File: config.mk
export PLATFORM = sky130hd
export DESIGN_NAME = teller_dispatcher
export DESIGN_NICKNAME = d
export VERILOG_FILES = /design/src/rtl/teller_dispatcher_pkg.sv /design/src/rtl/req_edge_sync.sv /design/src/rtl/teller_dispatcher.sv
export SDC_FILE = /design/constraint.sdc
export NUM_CORES = 1
export LEC_CHECK = 0
export ABC_AREA = 1
export CAP_MARGIN = 20
export CORE_MARGIN = 2
export CORE_UTILIZATION = 55
export CTS_BUF_LIST = sky130_fd_sc_hd__clkbuf_4 sky130_fd_sc_hd__clkbuf_8
export CTS_CLUSTER_SIZE = 16
export DETAILED_ROUTE_END_ITERATION = 16
export GPL_ROUTABILITY_DRIVEN = 0
export HOLD_SLACK_MARGIN = 0.12
export MAX_ROUTING_LAYER = met4
export PLACE_DENSITY = 0.89
export SYNTH_ARGS = -nofsm -noshare
export SYNTH_HDL_FRONTEND = slang
export SYNTH_SLANG_ARGS = --single-unit
export TNS_END_PERCENT = 5
File: constraint.sdc
create_clock -name clk -period 2.71 [get_ports clk]
set_input_delay 0.4065 -clock clk [delete_from_list [all_inputs] [get_ports clk]]
set_output_delay 0.4065 -clock clk [all_outputs]
set_load 0.02 [all_outputs]
File: src/rtl/teller_dispatcher_pkg.sv
// teller_dispatcher_pkg: shared constants, FSM encoding and desk-index helper
package teller_dispatcher_pkg;
    localparam int N_TELLERS = 3;
    localparam logic [3:0] TICKET_MAX = 4'd9;
    typedef enum logic [1:0] {ST_IDLE, ST_SERVE, ST_SETTLE} state_t;
    function automatic logic [1:0] next_desk(input logic [1:0] d);
        return (d == 2'(N_TELLERS - 1)) ? 2'd0 : d + 2'd1;
    endfunction
endpackage

File: src/rtl/req_edge_sync.sv
// req_edge_sync: two-flop synchronizer with rising-edge detect for one desk button
module req_edge_sync (
    input  logic clk,
    input  logic reset,
    input  logic req_in,
    output logic rise
);
    logic [2:0] sync_q, sync_d;
    // bits 0..1 resolve metastability, bit 2 holds the previous synchronized level
    always_comb sync_d = {sync_q[1:0], req_in};
    // shift register state
    always_ff @(posedge clk) sync_q <= reset ? 3'b000 : sync_d;
    assign rise = sync_q[1] & ~sync_q[2];
endmodule

File: src/rtl/teller_dispatcher.sv
// teller_dispatcher: round-robin grant of waiting customers to teller desks
module teller_dispatcher
    import teller_dispatcher_pkg::*;
#(
    parameter int SERVICE_TICKS = 5,
    parameter int IDLE_TICKS    = 8
) (
    input  logic       clk,
    input  logic       reset,
    input  logic       tick,
    input  logic [2:0] teller_req,
    input  logic [1:0] active_tellers,
    input  logic [2:0] queue_count,
    output logic       serve,
    output logic [1:0] serve_id,
    output logic [3:0] ticket,
    output logic [2:0] teller_busy,
    output logic       idle_alarm
);
    localparam int TW = $clog2(SERVICE_TICKS + 1);
    localparam int IW = $clog2(IDLE_TICKS + 1);
    state_t state_q, state_d;
    logic [N_TELLERS-1:0] pending_q, pending_d, busy_q, busy_d, rise, enabled, grant;
    logic [N_TELLERS-1:0][TW-1:0] timer_q, timer_d;
    logic [1:0] rr_q, rr_d, serve_id_q, serve_id_d, win, idx;
    logic [3:0] ticket_q, ticket_d;
    logic [IW-1:0] idle_q, idle_d;
    logic serve_q, serve_d, found, go;

    for (genvar g = 0; g < N_TELLERS; g++) begin : g_sync
        req_edge_sync u_sync (.clk(clk), .reset(reset), .req_in(teller_req[g]), .rise(rise[g]));
    end

    // next-state: winner search from rr pointer, grant bookkeeping, busy timers and idle counter
    always_comb begin
        enabled = '0;
        for (int i = 0; i < N_TELLERS; i++) enabled[i] = 2'(i) < active_tellers;
        found = 1'b0;
        win = rr_q;
        idx = rr_q;
        for (int k = 0; k < N_TELLERS; k++) begin
            idx = 2'((int'(rr_q) + k) % N_TELLERS);
            if (!found && pending_q[idx] && enabled[idx]) begin
                found = 1'b1;
                win = idx;
            end
        end
        go = (state_q == ST_IDLE) && found && (queue_count != 3'd0);
        grant = go ? (3'b001 << win) : 3'b000;
        state_d = go ? ST_SERVE : (state_q == ST_SERVE) ? ST_SETTLE : ST_IDLE;
        serve_d = go;
        serve_id_d = go ? win + 2'd1 : serve_id_q;
        ticket_d = !go ? ticket_q : (ticket_q == TICKET_MAX) ? 4'd0 : ticket_q + 4'd1;
        rr_d = go ? next_desk(win) : rr_q;
        pending_d = (pending_q | (rise & ~busy_q & enabled)) & ~grant & enabled;
        timer_d = '0;
        busy_d = '0;
        for (int i = 0; i < N_TELLERS; i++) begin
            timer_d[i] = !enabled[i] ? '0 : grant[i] ? TW'(SERVICE_TICKS) :
                         (tick && timer_q[i] != '0) ? timer_q[i] - TW'(1) : timer_q[i];
            busy_d[i] = timer_d[i] != '0;
        end
        idle_d = (queue_count == 3'd0 || busy_q != '0) ? '0 :
                 (tick && idle_q != IW'(IDLE_TICKS)) ? idle_q + IW'(1) : idle_q;
    end

    // all state and registered outputs; reset aborts any grant in flight
    always_ff @(posedge clk) begin
        if (reset) begin
            state_q    <= ST_IDLE;
            pending_q  <= '0;
            busy_q     <= '0;
            timer_q    <= '0;
            rr_q       <= 2'd0;
            serve_q    <= 1'b0;
            serve_id_q <= 2'd0;
            ticket_q   <= 4'd0;
            idle_q     <= '0;
        end else begin
            state_q    <= state_d;
            pending_q  <= pending_d;
            busy_q     <= busy_d;
            timer_q    <= timer_d;
            rr_q       <= rr_d;
            serve_q    <= serve_d;
            serve_id_q <= serve_id_d;
            ticket_q   <= ticket_d;
            idle_q     <= idle_d;
        end
    end

    assign serve       = serve_q;
    assign serve_id    = serve_id_q;
    assign ticket      = ticket_q;
    assign teller_busy = busy_q;
    assign idle_alarm  = idle_q == IW'(IDLE_TICKS);
endmodule

# Word-level counts from Yosys, hierarchy flattened
# Cells that the tools add are included.
# word_totals
input_bits,11
output_inout_bits,11
wordCells,109
ff_bits,39
# classes
n_reduce_logical,26
n_eq_ne,5
shifts,1
div_mod_pow,3
bitwise,13
order_cmp,6
addsub,8
muxes,32
# op_table
op,count
"remainder unit 32 x 3 -> 32 bit, second input constant",2
"remainder unit 3 x 3 -> 32 bit, second input constant",1
two-way mux 3 bit,10
nonzero test 3 bit,8
AND 3 bit,4
binary-select mux 1 bit (select 2 bit),6
logical AND 1 bit,11
two-way mux 1 bit,10
two-way mux 2 bit,5
"less-than comparator 2 x 3 -> 1 bit, second input constant",3
"subtractor 3 x 1 -> 3 bit, second input constant",3
"adder 4 x 1 -> 4 bit, second input constant",2
"== test 4 bit, second input constant",2
inverter 3 bit,2
"less-than comparator 1 x 2 -> 1 bit, first input constant",2
two-way mux 4 bit,1
"!= test 4 bit, second input constant",1
OR reduction 2 bit,2
"adder 2 x 1 -> 3 bit, second input constant",1
"adder 2 x 2 -> 3 bit, second input constant",1
AND 1 bit,3
zero test 3 bit,1
inverter 1 bit,3
bitwise OR 3 bit,1
8 further kinds,9

# Depth between registers and ports, before layout
# depth
ltp_word,19
ltp_mapped,18
depth_no_buf,18

# By module
# Synthesis repeated with hierarchy kept, for this count alone.
# unflattened
hier_cells,278
area_unflattened_um2,2038.2
# modules_own_cells
mod,instances,cells_per_inst,seq_area_each_um2,area_each_um2
teller_dispatcher,1,248,580.6,1779.2
req_edge_sync,3,10,60.1,86.3

# Least setup slack after synthesis
# No wires, ideal clock.
# synth_path
path_kind,register to register
from,reg rr_q[0]
to,reg busy_q[2] (netlist: teller_busy[2])
setup_time_ns,0.124
path_buffers,0
slack_ns,0.515
t_required_ns,2.586
t_arrival_ns,2.071
synth_period_minus_slack_ns,2.195
path_stages_with_launch,16
path_cell_list,dfxtp_1 > inv_1 > ha_1 > inv_1 > nand2_1 > nand2_1 > nand2_2 > nor2_4 > nand2_1 > a21oi_1 > inv_1 > ha_1 > nand3_1 > nand2_1 > nand2_1 > nand3_1
# synth_via
elab_chain_cells,19
word_cells_on_any_way,37
cone_classes,add/sub (2); div (3); shift (1); mux (21); reduce/logical (10)
# synth_rtl
element,line_no,text
"start, declared",teller_dispatcher.sv:25,"logic [1:0] rr_q, rr_d, serve_id_q, serve_id_d, win, idx;"
"start signal, assigned",teller_dispatcher.sv:84,rr_q <= rr_d;
"parallel branches: the longest is 15 deep, another holds remainder unit 32 x 3 -> 32 bit",--,
two-way mux 3 bit *,teller_dispatcher.sv:49,grant = go ? (3'b001 << win) : 3'b000;
two-way mux 3 bit * (2 in series),teller_dispatcher.sv:59,timer_d[i] = !enabled[i] ? '0 : grant[i] ? TW'(SERVICE_TICKS) :
nonzero test 3 bit *,teller_dispatcher.sv:61,busy_d[i] = timer_d[i] != '0;
"end signal, assigned",teller_dispatcher.sv:82,busy_q <= busy_d;
"end, declared",teller_dispatcher.sv:23,"logic [N_TELLERS-1:0] pending_q, pending_d, busy_q, busy_d, rise, enabled, grant;"
# Mark *: on every way between the ends. The select of a mux whose other input is x is not followed.
# A chain may end at the register's enable or synchronous reset.

# Worst setup path in the final report
# layout_path
from,reg rr_q[0]
to,reg busy_q[0] (netlist: teller_busy[0])
# Same word-level chain as after synthesis.

==> flow_metrics.py <==
metrics = {
    "outcome": {
        "status": "completed",
    },
    "setup_path": {
        "cp_top_family": "simple AND/OR/NAND/NOR gates",
        "cp_max_fo": 5,
        "cp_common_cell": "nand2_1",
        "crit_buf_inv": 3,
        "path_cells": "inv_1, ha_1, inv_1, nand2_1, nand2_1, nand2_2, nor2_4, nand2_1, a21oi_2, ha_1, nand3_2, nand2_1, inv_1, nand2_1, nand2_1",
        "reg2regPathDepth": 15,
        "worstPathRequired_ns": 2.96,
        "cp.depth": 15,
        "critPathKind": "flop to flop",
        "critPathLaunchType": "flop",
        "slowest_stage": "dfxtp_1",
        "critPathArrivalTime_ns": 2.67,
        "endpoint_kind": "flop",
        "cpPeakStageDelay_ns": 0.38,
    },
    "floorplanning": {
        "die_y_microns": 63.7,
        "die_w_microns": 63.7,
        "initial_core_util": 0.578,
        "coreArea_sq_um": 3390,
        "io_pins": 22,
        "rows": 21,
        "die_area_sq_um": 4050,
    },
    "global_routing": {
        "grt_max_degree": 14,
        "grt_overflow": 0,
        "grt_antenna_before_repair": 0,
        "grt_pass1_vias": 1573,
        "grt_pass1_wl_microns": 6540,
        "gr-usage-all-layers": 0.214,
    },
    "min_path": {
        "holdPathStages": 2,
        "hp-class": "flop to flop",
    },
    "power_and_ir_drop": {
        "power_mw": 2.14,
        "leakage_nw": 1.11,
        "peakVddDrop_mv": 0.537,
        "cellPowerDensity_nw_per_um2": 915,
    },
    "final_layout": {
        "nNetsFinal": 314,
        "final_area_sq_um": 2340,
        "fillers": 256,
        "area_growth_pct": 19.7,
        "drive_gt1_frac": 0.101,
        "antenna_cells": 0,
    },
    "sta": {
        "setup_tns_ns": 0,
        "fin_worst_skew_ns": 0.00853,
        "slew_viol_final": 0,
        "maxSlewHeadroom": 0.605,
        "fmax_mhz": 413,
        "setup_viol": 0,
        "worst_slew_pin_slew_ns": 0.589,
        "whs_ns": 0.410,
        "hold_viol": 0,
        "grt_setup_unrepaired": "no",
        "layout_min_cycle_time_ns": 2.42,
        "period_share": 0.894,
    },
    "detailed_routing": {
        "via_per_inst": 4.93,
        "drc_errors": 0,
        "dr.pass1.iters": 4,
        "drtAntennaViolNets": 0,
        "wl_microns": 3800,
        "wl_per_cell_microns": 11.4,
        "vias": 1643,
        "drt-initial-drc-count": 74,
    },
    "cts": {
        "tritoncts": "yes",
        "clk_pin_slew_worst_paths_ns": 0.12,
        "cts_buffers": 5,
        "cts.hold.buffers_added": 0,
        "htreeDepth": 2,
        "cts_resized": 0,
        "clock_latency_ns": 0.35,
        "cts.sinks": 38,
        "clockBufferDepth": 2,
        "cts_root_buffer": "clkbuf_4",
        "postCtsSetupBuffers": 0,
    },
    "logic_synthesis": {
        "synth_area_sq_um": 1960,
        "post-synth-top-area-cell": "dfxtp_1",
        "synth-seq-area-share": 0.388,
        "syn_nets": 287,
        "yosysUniqueCellTypes": 28,
        "yosys_warnings": 0,
        "synth_top_area_frac": 0.388,
        "postSynthCellCount": 259,
        "synth.area.top_cells": "dfxtp_1 39%, ha_1 11%, inv_1 10%",
        "synth-seq-cells": 38,
        "avgSynthCellArea_sq_um": 7.56,
    },
    "place": {
        "dpl.hpwl_microns": 2850,
        "placed_cell_area_sq_um": 2230,
        "io_buffers": 21,
    },
    "run": {
        "maxCapViolCount": 0,
    },
}
==> stage by stage <==
| stage | setup slack, ns | instances | utilization |
|---|---|---|---|
| 2_1_floorplan | 0.515 | 259 | - |
| 3_3_place_gp | 0.168 | 325 | 0.659 |
| 3_5_place_dp | 0.0228 | 325 | 0.659 |
| 4_1_cts | 0.189 | 333 | 0.690 |
| 5_1_grt | 0.0611 | 333 | 0.691 |
| 6_report | 0.288 | 333 | 0.691 |
==> cell families after synthesis <==
kind of cell | count (synthesis) | share of synthesized area
adder cells (fa/ha/maj) | 17 | 0.109
flip-flops | 38 | 0.388
AO/OA/AOI/OAI | 36 | 0.104
XOR/XNOR | 4 | 0.0179
AND/OR/NAND/NOR | 106 | 0.270
buffers and inverters | 58 | 0.111
==> registers in the layout, indices dropped and copies added, names as in the netlist <==
signal                cells
state_q                   2
serve_id                  2
teller_busy               3
ticket                    4
timer_q                   9
pending_q                 3
rr_q                      2
g_sync.u_sync.sync_q      9
idle_q                    4
==> power breakdown <==
group | leakage, nW | switching, mW | total, mW | internal [mW]
Combinational | 0.746 | 0.595 | 0.947 | 0.352
Clock | 0.0554 | 0.200 | 0.488 | 0.288
Sequential | 0.309 | 0.0640 | 0.708 | 0.644
==> synthesized netlist by cell type <==
master and count:
a21boi_0 2, o211a_1 2, xor2_1 4, nor4_2 1, nand2_4 2, nand3_1 19, o31ai_1 1, nor2_1 20
nor2_4 2, ha_1 17, nor3_1 3, or2_2 4, nor2_8 1, nand3_2 2, a21oi_1 11, nor3_2 1
o21ai_1 4, o211ai_1 1, or3_1 1, dfxtp_1 38, nor3b_2 1, inv_1 54, o21ai_2 1, o21ai_0 14
nand2_2 2, clkbuf_1 4, nand2_1 46, nand4_1 1
==> area by class of cell <==
type / instances / area (sq um) / share of cell area
multi-input cells: 163 / 983 / 0.420
flip-flops and latches: 38 / 761 / 0.325
well taps: 46 / 57.6 / 0.0246
repair buffers: 24 / 233 / 0.0993
clock buffers: 5 / 37.5 / 0.0160
inverters: 54 / 203 / 0.0865
clock inverters: 3 / 68.8 / 0.0294
==> metal layers <==
metal	vias up	track usage	share of wire
li1	865	-	-
met1	739	0.231	0.45
met3	5	0.0482	0.037
met2	34	0.387	0.50
met5	-	-	0
met4	0	0.0652	0.011
==> worst min-delay path, cell delays in order, from the launching register on <==
cell and delay, ns:
dfxtp_1 0.32, inv_1 0.04, nor2_1 0.03
==> placed cells by master, fill, tap and decap left out, drive strengths merged, types with 4 or more instances in the layout <==
cell type      synthesis  routed
nand3                 21      21
ha                    17      17
nor3                   4       4
o21ai                 19      19
nand2                 50      50
or2                    4       4
xor2                   4       4
clkdlybuf4s50          0      21
nor2                  23      23
a21oi                 11      11
inv                   54      54
dfxtp                 38      38
clkbuf                 4       5
==> path summary, 6_finish.rpt <==
kind	slack, ns	to	from
worst max-delay path	0.29	teller_busy[0]	rr_q[0]
worst min register to register	0.41	g_sync[0].u_sync.sync_q[1]	g_sync[0].u_sync.sync_q[0]
worst max register to register	0.29	teller_busy[0]	rr_q[0]
worst min-delay path	0.41	g_sync[0].u_sync.sync_q[1]	g_sync[0].u_sync.sync_q[0]
Note: power is estimated with default switching activity, not from simulation.
